File: src/rtl/hnf_pcrd_grant_sched.sv
// ----------------------------------------------------------------------------
// hnf_pcrd_grant_sched
//
// PCrdGrant scheduler for the HN-F. Requesters that were sent a RetryAck are
// marked pending here; credits released by the MSHR are counted; one credit
// at a time is granted to a pending requester, round-robin starting just
// after the previously granted slot, through a valid/ready handshake toward
// the TXRSP path.
//
// Ports:
//   clk             clock
//   rst             asynchronous, active-high reset
//   retry_set_vec   per-slot one-cycle pulses marking a slot as retried
//   crd_free        one-cycle pulse, one MSHR credit released
//   pcrd_ready      TXRSP accepts the current PCrdGrant
//   pcrd_valid      PCrdGrant request valid
//   pcrd_entry_ptr  one-hot slot being granted (zero when no grant is held)
//   pend_vec        registered pending-retry bits
//   crd_cnt         registered count of available credits
//   crd_ovf_err     sticky: a credit arrived while the counter was full
// ----------------------------------------------------------------------------
module hnf_pcrd_grant_sched #(
    parameter int HNF_MSHR_RNF_NUM_PARAM = 4,
    parameter int CRD_CNT_WIDTH          = 4
) (
    input  logic                              clk,
    input  logic                              rst,
    input  logic [HNF_MSHR_RNF_NUM_PARAM-1:0] retry_set_vec,
    input  logic                              crd_free,
    input  logic                              pcrd_ready,
    output logic                              pcrd_valid,
    output logic [HNF_MSHR_RNF_NUM_PARAM-1:0] pcrd_entry_ptr,
    output logic [HNF_MSHR_RNF_NUM_PARAM-1:0] pend_vec,
    output logic [CRD_CNT_WIDTH-1:0]          crd_cnt,
    output logic                              crd_ovf_err
);

    localparam int ENTRIES_NUM = HNF_MSHR_RNF_NUM_PARAM;

    localparam logic [1:0] ST_IDLE  = 2'd0;
    localparam logic [1:0] ST_SEL   = 2'd1;
    localparam logic [1:0] ST_GRANT = 2'd2;

    localparam logic [CRD_CNT_WIDTH-1:0] MAX_CRD = '1;

    logic [1:0]             state;
    logic [1:0]             state_nxt;
    logic [ENTRIES_NUM-1:0] start_mask;
    logic [ENTRIES_NUM-1:0] masked_vec;
    logic [ENTRIES_NUM-1:0] sel_src;
    logic [ENTRIES_NUM-1:0] sel_onehot;
    logic [ENTRIES_NUM-1:0] above_mask;
    logic                   have_work;
    logic                   handshake;

    // A grant may be started only with at least one pending slot and credit.
    assign have_work  = (pend_vec != '0) && (crd_cnt != '0);
    assign pcrd_valid = (state == ST_GRANT);
    assign handshake  = pcrd_valid && pcrd_ready;

    // Round-robin pick: prefer pending slots above the last grant, otherwise
    // wrap to the lowest pending slot.
    always_comb begin
        logic found;
        masked_vec = pend_vec & start_mask;
        sel_src    = (masked_vec != '0) ? masked_vec : pend_vec;
        sel_onehot = '0;
        found      = 1'b0;
        for (int unsigned i = 0; i < ENTRIES_NUM; i++) begin
            if (sel_src[i] && !found) begin
                sel_onehot[i] = 1'b1;
                found         = 1'b1;
            end
        end
    end

    // Bits strictly above the slot currently being granted; empty when the
    // top slot is granted, which makes the next pick start from slot 0.
    always_comb begin
        logic seen;
        above_mask = '0;
        seen       = 1'b0;
        for (int unsigned i = 0; i < ENTRIES_NUM; i++) begin
            above_mask[i] = seen;
            if (pcrd_entry_ptr[i]) begin
                seen = 1'b1;
            end
        end
    end

    always_comb begin
        state_nxt = state;
        case (state)
            ST_IDLE: begin
                if (have_work) begin
                    state_nxt = ST_SEL;
                end
            end
            ST_SEL: begin
                state_nxt = have_work ? ST_GRANT : ST_IDLE;
            end
            ST_GRANT: begin
                if (handshake) begin
                    state_nxt = ST_IDLE;
                end
            end
            default: state_nxt = ST_IDLE;
        endcase
    end

    always_ff @(posedge clk or posedge rst) begin
        if (rst) begin
            state <= ST_IDLE;
        end else begin
            state <= state_nxt;
        end
    end

    // Pointer is loaded in SEL and held through backpressure until accepted.
    always_ff @(posedge clk or posedge rst) begin
        if (rst) begin
            pcrd_entry_ptr <= '0;
        end else if (state == ST_SEL && have_work) begin
            pcrd_entry_ptr <= sel_onehot;
        end else if (handshake) begin
            pcrd_entry_ptr <= '0;
        end
    end

    always_ff @(posedge clk or posedge rst) begin
        if (rst) begin
            start_mask <= '0;
        end else if (handshake) begin
            start_mask <= above_mask;
        end
    end

    // A new retry on the slot being granted in the same cycle wins, so the
    // set term is applied after the clear.
    always_ff @(posedge clk or posedge rst) begin
        if (rst) begin
            pend_vec <= '0;
        end else begin
            pend_vec <= (pend_vec & ~(handshake ? pcrd_entry_ptr : '0)) | retry_set_vec;
        end
    end

    // Simultaneous release and grant cancel out; a release into a full
    // counter saturates and is flagged.
    always_ff @(posedge clk or posedge rst) begin
        if (rst) begin
            crd_cnt     <= '0;
            crd_ovf_err <= 1'b0;
        end else begin
            case ({crd_free, handshake})
                2'b10: begin
                    if (crd_cnt == MAX_CRD) begin
                        crd_ovf_err <= 1'b1;
                    end else begin
                        crd_cnt <= crd_cnt + 1'b1;
                    end
                end
                2'b01: crd_cnt <= crd_cnt - 1'b1;
                default: ;
            endcase
        end
    end

endmodule
File: config.mk
export PLATFORM = sky130hd
export DESIGN_NAME = hnf_pcrd_grant_sched
export DESIGN_NICKNAME = d
export VERILOG_FILES = /design/src/rtl/hnf_pcrd_grant_sched.sv
export SDC_FILE = /design/constraint.sdc
export NUM_CORES = 1
export LEC_CHECK = 0
export ABC_AREA = 1
export CAP_MARGIN = 10
export CORE_MARGIN = 2
export CORE_UTILIZATION = 48
export DETAILED_ROUTE_END_ITERATION = 10
export GPL_ROUTABILITY_DRIVEN = 0
export PLACE_DENSITY = 0.77
export SLEW_MARGIN = 20
export SYNTH_ARGS = -nofsm -noshare
export SYNTH_HDL_FRONTEND = slang
export SYNTH_SLANG_ARGS = --single-unit
export TNS_END_PERCENT = 50
File: constraint.sdc
create_clock -name clk -period 1.9 [get_ports clk]
set_clock_uncertainty 0.15 [all_clocks]
set_input_delay 0.38 -clock clk [delete_from_list [all_inputs] [get_ports clk]]
set_output_delay 0.38 -clock clk [all_outputs]
set_load 0.01 [all_outputs]
==> run metrics, run 1 <==
Area growth, synth to finish=35.6%; max-cap violations=0; main combinational cell family by area after synthesis=simple AND/OR/NAND/NOR gates; H-tree depth=1; RSZ-0062 raised after global routing=no; initial cell density of the core=around 50%; CTS clock-pin slew for the worst setup and hold paths=~110 ps; I/O pin cnt=22; leakage power figure=between 0.6 and 0.7 nW; type of the worst setup path=flip-flop to output pin; shortest clock period the worst path allows after layout=roughly 1900 ps; final core utilization=between 60 and 70%; number of global-route vias before repair=799; first-pass iteration count of the detailed router=4; library cell contributing the largest single delay on the critical path=sky130_fd_sc_hd__clkdlybuf4s50_1; Crit path max-delay family=buffers and inverters; worst slew margin relative to its limit=a little over four fifths; highest attainable clock frequency=538 MHz; final hold violation count=0; count of synthesis-stage warnings from yosys=0; series of cell instances along the critical path=clkdlybuf4s50_1; longest individual stage delay on the worst path=~580 ps; count of standard-cell rows=16; antenna violation net count after detailed routing=0; area fraction in compound gates after synthesis=10.3%; count of buffering cells on the critical path with inverters included=1; Final Max Tran Viols=0; wire length of the first global-routing pass=around 3600 um; ant diodes=0; mux contribution to synthesized area=0%; Max clock buf depth=2; horizontal extent of the die=just under 50 um; final layout net count=160; chip height=48.7 um; count of state elements after synthesis=18; Worst VDD drop=between 0.0008 and 0.0009 V; Final period util=between 90 and 100%; maximum number of pins on one net before global-route repair=19; number of DRC violations after detailed-routing iteration 0=22; mean instance size in the synthesized netlist=just over 8 um2; transition time at the pin with the least slew margin=between 200 and 300 ps; share of cells above drive strength 1=between 10% and 20%; post-synth cell types=24; WL/cell=around 12 um; final-layout worst hold slack=242 ps; GRT Overall Usage=about a fifth; CTS Root Buffer Type=sky130_fd_sc_hd__clkbuf_4; mean number of vias per cell=4.95; area of the core=~0.0019 mm2; Inserted Clock Buffers=3; Syn Std Cell Area=~960 um2; antenna violations before repair=0; post-detailed-route DRC marker count=0; most common cell after layout, fill and taps aside=sky130_fd_sc_hd__nand2_1; total wire length after detailed routing=2060 um; simple-gate share of the synthesized area=~30%; Power per Cell Area=about 1400 mW/mm2; area of the die=0.00237 mm2; latest clock arrival within the worst-skew pair=about 300 ps; Worst Path Required=about 1400 ps; total grt overflow=0; cell count after synthesis=~120; largest fanout of any net on the critical path=6; syn_nets=roughly 130; HPWL after detailed placement=between 1500 and 2000 um; arrival time of data at the critical path endpoint=1330 ps; portion of the post-synthesis area used by sequential elements=roughly 47%; result of the run=complete, no violations; Synth Area in Adders=between 1 and 1.5%; startpoint type of the worst setup path=flip-flop; Worst Hold Class=input pin to async pin; crit path capture type=output pin; via count=876; sink count of the clock tree=18; highest-count cells in the layout ignoring fill and taps=sky130_fd_sc_hd__nand2_1 (28), sky130_fd_sc_hd__clkdlybuf4s50_1 (20), sky130_fd_sc_hd__inv_1 (18), sky130_fd_sc_hd__dfrtp_1 (16), sky130_fd_sc_hd__buf_4 (9); PortBufs=21; final-report setup violation count=0; XOR/XNOR share of the synthesized area=roughly 2.7%; final setup TNS=0 ps; CTS tree=yes
## per-stage QoR
stage          total power (W)  std cells  setup WS (ps)  cell area, um2
3_5_place_dp           0.00159        171           -139            1250
5_1_grt                0.00201        177           5.72            1300
3_3_place_gp           0.00156        171          -99.6            1250
2_1_floorplan          0.00122        117            266             958
6_report               0.00186        177           42.3            1300
4_1_cts                0.00186        177           18.9            1300
## timing repair
action | in CTS | in global routing
endpoints found under the setup margin | 1 | 1
gates resized for setup | 2 | 1
hold endpoints to repair | 0 | 0
hold buffers | 0 | 0
setup buffers | 2 | 0
## sequential cells by signal, summed over array words and instances (netlist names)
name	count
pcrd_entry_ptr	4
crd_ovf_err	1
pend_vec	4
state	2
start_mask	3
crd_cnt	4
## layout make-up
class,count,area (um2)
fillers,179,622
inverters,21,78.8
clock buffers,4,36.3
flip-flops and latches,18,453
repair buffers,30,277
well taps,27,33.8
multi-input cells,77,422
## path summary, 6_finish.rpt
| kind | start | endpoint | slack, ps | cells after the start |
|---|---|---|---|---|
| hold / removal | rst | crd_cnt[3] | 240 | 3 |
| setup / recovery | crd_cnt[2] | crd_cnt[2] | 40 | 1 |
| max in group asynchronous | rst | state[1] | 1150 | 3 |
| hold reg to reg | start_mask[2] | start_mask[2] | 350 | 2 |
| min in group clk | start_mask[2] | start_mask[2] | 350 | 2 |
| setup reg to reg | state[0] | crd_cnt[2] | 180 | 11 |
## worst reg2reg max path, delay by kind of cell, from the launching register on
family          cells  cell delay [ps]
compound gates      1               90
simple gates        4              340
flops               1              410
xor+xnor            1              180
fa+ha+maj           1              130
buf+inv             4              330
## per-layer routing
| layer | up-vias | routed length (um) | track usage (%) |
|---|---|---|---|
| met3 | 5 | 89 | 3.40 |
| met1 | 402 | 971 | 27.0 |
| met5 | - | 0 | 0 |
| li1 | 440 | - | - |
| met4 | 0 | 29 | 8.57 |
| met2 | 29 | 972 | 30.1 |
## logic make-up (layout without fill, tap and decap cells)
logic type      Yosys count  after routing
flops                    18             18
xor+xnor                  3              3
compound gates           16             16
fa+ha+maj                 1              1
simple gates             57             57
buf+inv                  22             55
## power breakdown
group | total, W | internal (W) | switching [W]
clock | 0.000242 | 0.000117 | 0.000125
combinational | 0.000971 | 0.000445 | 0.000526
sequential | 0.000647 | 0.000524 | 0.000123
## cells in the mapped netlist, drive strengths merged
library cell  count  area (um2)
a21o              2        15.0
o21bai            3        22.5
buf               1        7.51
xor2              3        26.3
nand4             6        50.0
dfrtp            18         450
nand3b            1        7.51
ha                1        12.5
o22ai             1        6.26
inv              21        78.8
o21ai             5        25.0
a21oi             3        15.0
nor3              1        5.00
nand2            31         124
nand3             8        52.6
nor2             10        45.1
o211ai            1        7.51
o31ai             1        7.51
Power figures use the tool's default switching activity.
==> run 2: changes to the inputs <==
==> constraint.sdc (replaced) <==
create_clock -name clk -period 1.8 [get_ports clk]
set_clock_uncertainty 0.15 [all_clocks]
set_input_delay 0.36 -clock clk [delete_from_list [all_inputs] [get_ports clk]]
set_output_delay 0.36 -clock clk [all_outputs]
set_load 0.01 [all_outputs]
==> run 2 against run 1 <==
Net effect: hold slack got worse by 21 ps; sequential power increased by 2%; via count increased by 5.3%; utilization increased by 1.8 points; power increased by 7.4%; critical path depth unchanged; non-clock buffer count increased by 4; routed wire length increased by 8.0%; final area increased by 2.7%; critical path type unchanged.
==> run metrics, run 2 (synthesized netlist as in run 1, its figures left out) <==
CTS clock-pin slew for the worst setup and hold paths=about 110 ps; Max clock buf depth=2; number of global-route vias before repair=871; Crit path max-delay family=buffers and inverters; CTS Root Buffer Type=sky130_fd_sc_hd__clkbuf_4; type of the worst setup path=flip-flop to output pin; RSZ-0062 raised after global routing=no; via count=922; total wire length after detailed routing=approximately 2200 um; series of cell instances along the critical path=clkdlybuf4s50_1; shortest clock period the worst path allows after layout=about 1700 ps; final layout net count=approximately 160; sink count of the clock tree=18; startpoint type of the worst setup path=flip-flop; mean number of vias per cell=5.09; most common cell after layout, fill and taps aside=sky130_fd_sc_hd__nand2_1; leakage power figure=around 0.71 nW; number of cells after detailed placement=173; CTS tree=yes; total grt overflow=0; longest individual stage delay on the worst path=550 ps; largest fanout of any net on the critical path=2; transition time at the pin with the least slew margin=roughly 270 ps; I/O pin cnt=22; Final Max Tran Viols=0; highest-count cells in the layout ignoring fill and taps=sky130_fd_sc_hd__nand2_1 (27), sky130_fd_sc_hd__inv_1 (18), sky130_fd_sc_hd__dfrtp_1 (17), sky130_fd_sc_hd__clkdlybuf4s50_1 (14), sky130_fd_sc_hd__buf_4 (13); crit path capture type=output pin; Worst Path Required=between 1000 and 1500 ps; Worst Hold Class=input pin to async pin; H-tree depth=1; initial cell density of the core=49.9%; Placed Instance Area=0.00126 mm2; final-report setup violation count=0; GRT Overall Usage=20.4%; result of the run=complete, no violations; count of standard-cell rows=16; chip height=around 50 um; HPWL after detailed placement=between 1500 and 2000 um; count of buffering cells on the critical path with inverters included=1; highest attainable clock frequency=581 MHz; share of cells above drive strength 1=between 20 and 25%; worst slew margin relative to its limit=81.9%; Worst VDD drop=0.00100 V; WL/cell=approximately 12 um; Hold-fix buffers, CTS=0; sequential cell area=about 450 um2; summed area of non-filler cells in the final layout=around 0.0013 mm2; Area growth, synth to finish=39.3%; horizontal extent of the die=around 50 um; Power per Cell Area=between 1000 and 1500 mW/mm2; Final period util=between 90 and 100%; area of the core=just under 0.002 mm2; max-cap violations=0; maximum number of pins on one net before global-route repair=19; arrival time of data at the critical path endpoint=around 1200 ps; final hold violation count=0; post-detailed-route DRC marker count=0; antenna violations before repair=0; library cell contributing the largest single delay on the critical path=sky130_fd_sc_hd__clkdlybuf4s50_1; wire length of the first global-routing pass=3780 um; final cell count without fillers=approximately 180; footprint of the multi-input gates=424 um2; ant diodes=0; number of DRC violations after detailed-routing iteration 0=17; final setup TNS=0 ps; latest clock arrival within the worst-skew pair=290 ps; Inserted Clock Buffers=3; PortBufs=21; number of filler instances in the final layout=166; first-pass iteration count of the detailed router=4; leading registers by flop count=crd_cnt (4), pcrd_entry_ptr (4), pend_vec (4); area of the die=between 0.002 and 0.0025 mm2; antenna violation net count after detailed routing=0
-- run 2: cell types whose count changed in the layout (fill, tap and decap cells not counted), sizes merged --
cell / previous run / this run
clkdlybuf4s50: 20 / 14
dlymetal6s2s: 0 / 3
dlygate4sd2: 1 / 4
buf: 9 / 13
-- run 2: cell type report --
type | count | share of cell area [%]
inverter | 21 | 5.90
sequential | 18 | 33.8
timing repair buffer | 34 | 23.2
tap | 27 | 2.53
multi-input combinational | 77 | 31.8
clock buffer | 4 | 2.72
-- run 2: what timing repair did --
action | in CTS | in global routing
pin swaps | 0 | 0
setup endpoints to repair | 6 | 5
resized for setup | 5 | 4
setup buffers | 3 | 1
-- run 2: tightest hold or removal path: stages --
cell and delay, ps:
sky130_fd_sc_hd__clkdlybuf4s50_1 400, sky130_fd_sc_hd__inv_1 50, sky130_fd_sc_hd__buf_4 240
-- run 2: routing by layer --
metal,routed length [um],track usage [%],vias up
met5,0,0,-
met4,41,8.57,0
met3,84,3.40,6
met2,1120,32.6,32
met1,985,27.3,430
li1,-,-,454
-- run 2: stage by stage --
step	hold WS, ps	setup slack, ps	total power, W	util, %
5_1_grt	234	14.4	0.00216	69.5
4_1_cts	231	12.1	0.00198	68.6
3_3_place_gp	317	-198	0.00168	65.7
3_5_place_dp	330	-199	0.00170	65.7
6_report	221	79.4	0.00200	69.5
2_1_floorplan	149	166	0.00129	-
-- run 2: report_power, final --
| part | leakage (nW) | internal [W] | switching (W) | total [W] |
|---|---|---|---|---|
| sequential | 0.207 | 0.000551 | 0.000110 | 0.000661 |
| combinational | 0.479 | 0.000487 | 0.000595 | 0.00108 |
| clock | 0.0210 | 0.000123 | 0.000130 | 0.000253 |
| total | 0.707 | 0.00116 | 0.000835 | 0.00200 |
-- run 2: final timing paths --
kind / startpoint / end / slack [ps] / cells after the start
setup / recovery: pend_vec[2] / pend_vec[2] / 80 / 1
hold / removal: rst / pend_vec[2] / 220 / 3
setup reg to reg: state[0] / crd_cnt[2] / 130 / 11
hold reg to reg: start_mask[1] / start_mask[1] / 350 / 2
max in group asynchronous: rst / crd_cnt[0] / 1070 / 3
min in group clk: start_mask[1] / start_mask[1] / 350 / 2
==> run 3: changes to the inputs <==
--- a/config.mk
+++ b/config.mk
@@ -8,10 +8,10 @@
 export ABC_AREA = 1
 export CAP_MARGIN = 10
 export CORE_MARGIN = 2
-export CORE_UTILIZATION = 48
+export CORE_UTILIZATION = 51
+export CTS_BUF_LIST = sky130_fd_sc_hd__clkbuf_2 sky130_fd_sc_hd__clkbuf_4 sky130_fd_sc_hd__clkbuf_8
 export DETAILED_ROUTE_END_ITERATION = 10
-export GPL_ROUTABILITY_DRIVEN = 0
-export PLACE_DENSITY = 0.77
+export PLACE_DENSITY = 0.81
 export SLEW_MARGIN = 20
 export SYNTH_ARGS = -nofsm -noshare
 export SYNTH_HDL_FRONTEND = slang
==> run 3 against run 2 <==
Net effect: hold slack better by 15 ps; fmax is 2.4% lower; critical endpoint is now crd_cnt[3]; setup slack worse by 42 ps; clock-buffer cell count stayed put.
==> run metrics, run 3 (synthesized netlist as in run 1, its figures left out) <==
result of the run=complete, no violations; H-tree depth=1; number of filler instances in the final layout=roughly 130; wire length of the first global-routing pass=3570 um; Worst Path Required=around 1300 ps; met1 routing resource usage after global routing=34.3%; Power per Cell Area=approximately 1500 mW/mm2; Max clock buf depth=2; Inserted Clock Buffers=3; arrival time of data at the critical path endpoint=roughly 1300 ps; least setup slack across all paths after layout=~38 ps; Worst Hold Class=input pin to async pin; initial cell density of the core=54.9%; met3 track demand over resource in global routing=roughly 3.8%; Most Used Layer, Global Route=met1; antenna violations before repair=0; count of standard-cell rows=15; largest fanout of any net on the critical path=4; number of global-route vias before repair=849; final hold violation count=0; CTS clock-pin slew for the worst setup and hold paths=~100 ps; latest clock arrival within the worst-skew pair=about 290 ps; I/O pin cnt=22; post-layout total power=0.00200 W; library cell contributing the largest single delay on the critical path=sky130_fd_sc_hd__clkdlybuf4s50_1; mean number of vias per cell=5.35; GRT Overall Usage=a little under a quarter; highest-count cells in the layout ignoring fill and taps=sky130_fd_sc_hd__nand2_1 (28), sky130_fd_sc_hd__inv_1 (18), sky130_fd_sc_hd__clkdlybuf4s50_1 (15), sky130_fd_sc_hd__dfrtp_1 (14), sky130_fd_sc_hd__buf_4 (11); final-report setup violation count=0; startpoint type of the worst setup path=flip-flop; highest attainable clock frequency=roughly 570 MHz; footprint of the multi-input gates=~420 um2; crit path capture type=output pin; RSZ-0062 raised after global routing=no; CTS Root Buffer Type=sky130_fd_sc_hd__clkbuf_4; transition time at the pin with the least slew margin=252 ps; final layout net count=~160; PortBufs=21; horizontal extent of the die=about 47 um; antenna violation net count after detailed routing=0; longest individual stage delay on the worst path=approximately 560 ps; total wire length after detailed routing=~2300 um; Worst VDD drop=around 0.00096 V; first-pass iteration count of the detailed router=4; post-detailed-route DRC marker count=0; Post-Place Worst Slack=-201 ps; Hold-fix buffers, CTS=0; WL/cell=between 10 and 15 um; count of buffering cells on the critical path with inverters included=1; sequential cell area=about 460 um2; maximum number of pins on one net before global-route repair=19; leading registers by flop count=crd_cnt (4), pcrd_entry_ptr (4), pend_vec (4); most common cell after layout, fill and taps aside=sky130_fd_sc_hd__nand2_1; number of DRC violations after detailed-routing iteration 0=between 40 and 50; Area growth, synth to finish=38.5%; CTS tree=yes; Final Max Tran Viols=0; worst slew margin relative to its limit=83.0%; chip height=around 47 um; final estimated routing congestion in global placement=0.818; area of the core=between 0.0015 and 0.002 mm2; ant diodes=0; share of cells above drive strength 1=about a fifth; shortest clock period the worst path allows after layout=approximately 1800 ps; series of cell instances along the critical path=clkdlybuf4s50_1; type of the worst setup path=flip-flop to output pin; Final period util=roughly 98%; HPWL after detailed placement=between 1500 and 2000 um; via count=~950; total grt overflow=0; sink count of the clock tree=18; area of the die=0.00224 mm2; Crit path max-delay family=buffers and inverters; final setup TNS=0 ps; max-cap violations=0; Global Route met2 Usage=33.0%; leakage power figure=~0.71 nW; final-layout worst hold slack=~240 ps
## run 3: cell count changes in the layout (fill, tap and decap cells not counted), sizes merged
cell           change
clkdlybuf4s50      +1
buf                -2
dlymetal6s2s       +2
dlygate4sd2        -3
## run 3: timing repair
item                                    CTS  global route
setup buffers                             1             1
pin swaps                                 0             0
endpoints found under the setup margin    4             6
resized for setup                         4             6
## run 3: tightest hold or removal path: stages
cell and delay (ps):
sky130_fd_sc_hd__clkdlybuf4s50_1 400, sky130_fd_sc_hd__inv_1 50, sky130_fd_sc_hd__buf_4 240
## run 3: final timing paths
check	start	to	slack, ps	cells past startpoint
worst max-delay path	crd_cnt[3]	crd_cnt[3]	40	1
worst min-delay path	rst	crd_cnt[1]	240	3
worst max register to register	state[0]	crd_cnt[3]	120	10
worst min register to register	crd_ovf_err	crd_ovf_err	340	1
max in group asynchronous	rst	pend_vec[2]	1050	3
min in group clk	crd_ovf_err	crd_ovf_err	340	1
## run 3: layer usage
metal | routed length, um | up-vias
li1 | - | 448
met1 | 996 | 445
met2 | 1070 | 46
met3 | 189 | 8
met4 | 50 | 0
met5 | 0 | -
## run 3: power by group
part / internal (W) / total, W / switching, W
logic: 0.000471 / 0.00106 / 0.000586
clock network: 0.000123 / 0.000245 / 0.000122
registers: 0.000556 / 0.000693 / 0.000137
## run 3: metrics by stage
step / area [um2] / instances / utilization, %
floorplan: 958 / 117 / -
global placement: 1260 / 171 / 72.2
detailed placement: 1260 / 171 / 72.2
CTS: 1310 / 176 / 74.8
global route: 1330 / 177 / 76.1
finish: 1330 / 177 / 76.1
## run 3: final cells by class
class	count	share of cell area, %
sequential	18	34.3
multi-input combinational	77	31.8
timing repair buffer	32	22.9
inverter	21	5.94
clock buffer	4	2.73
tap	25	2.36
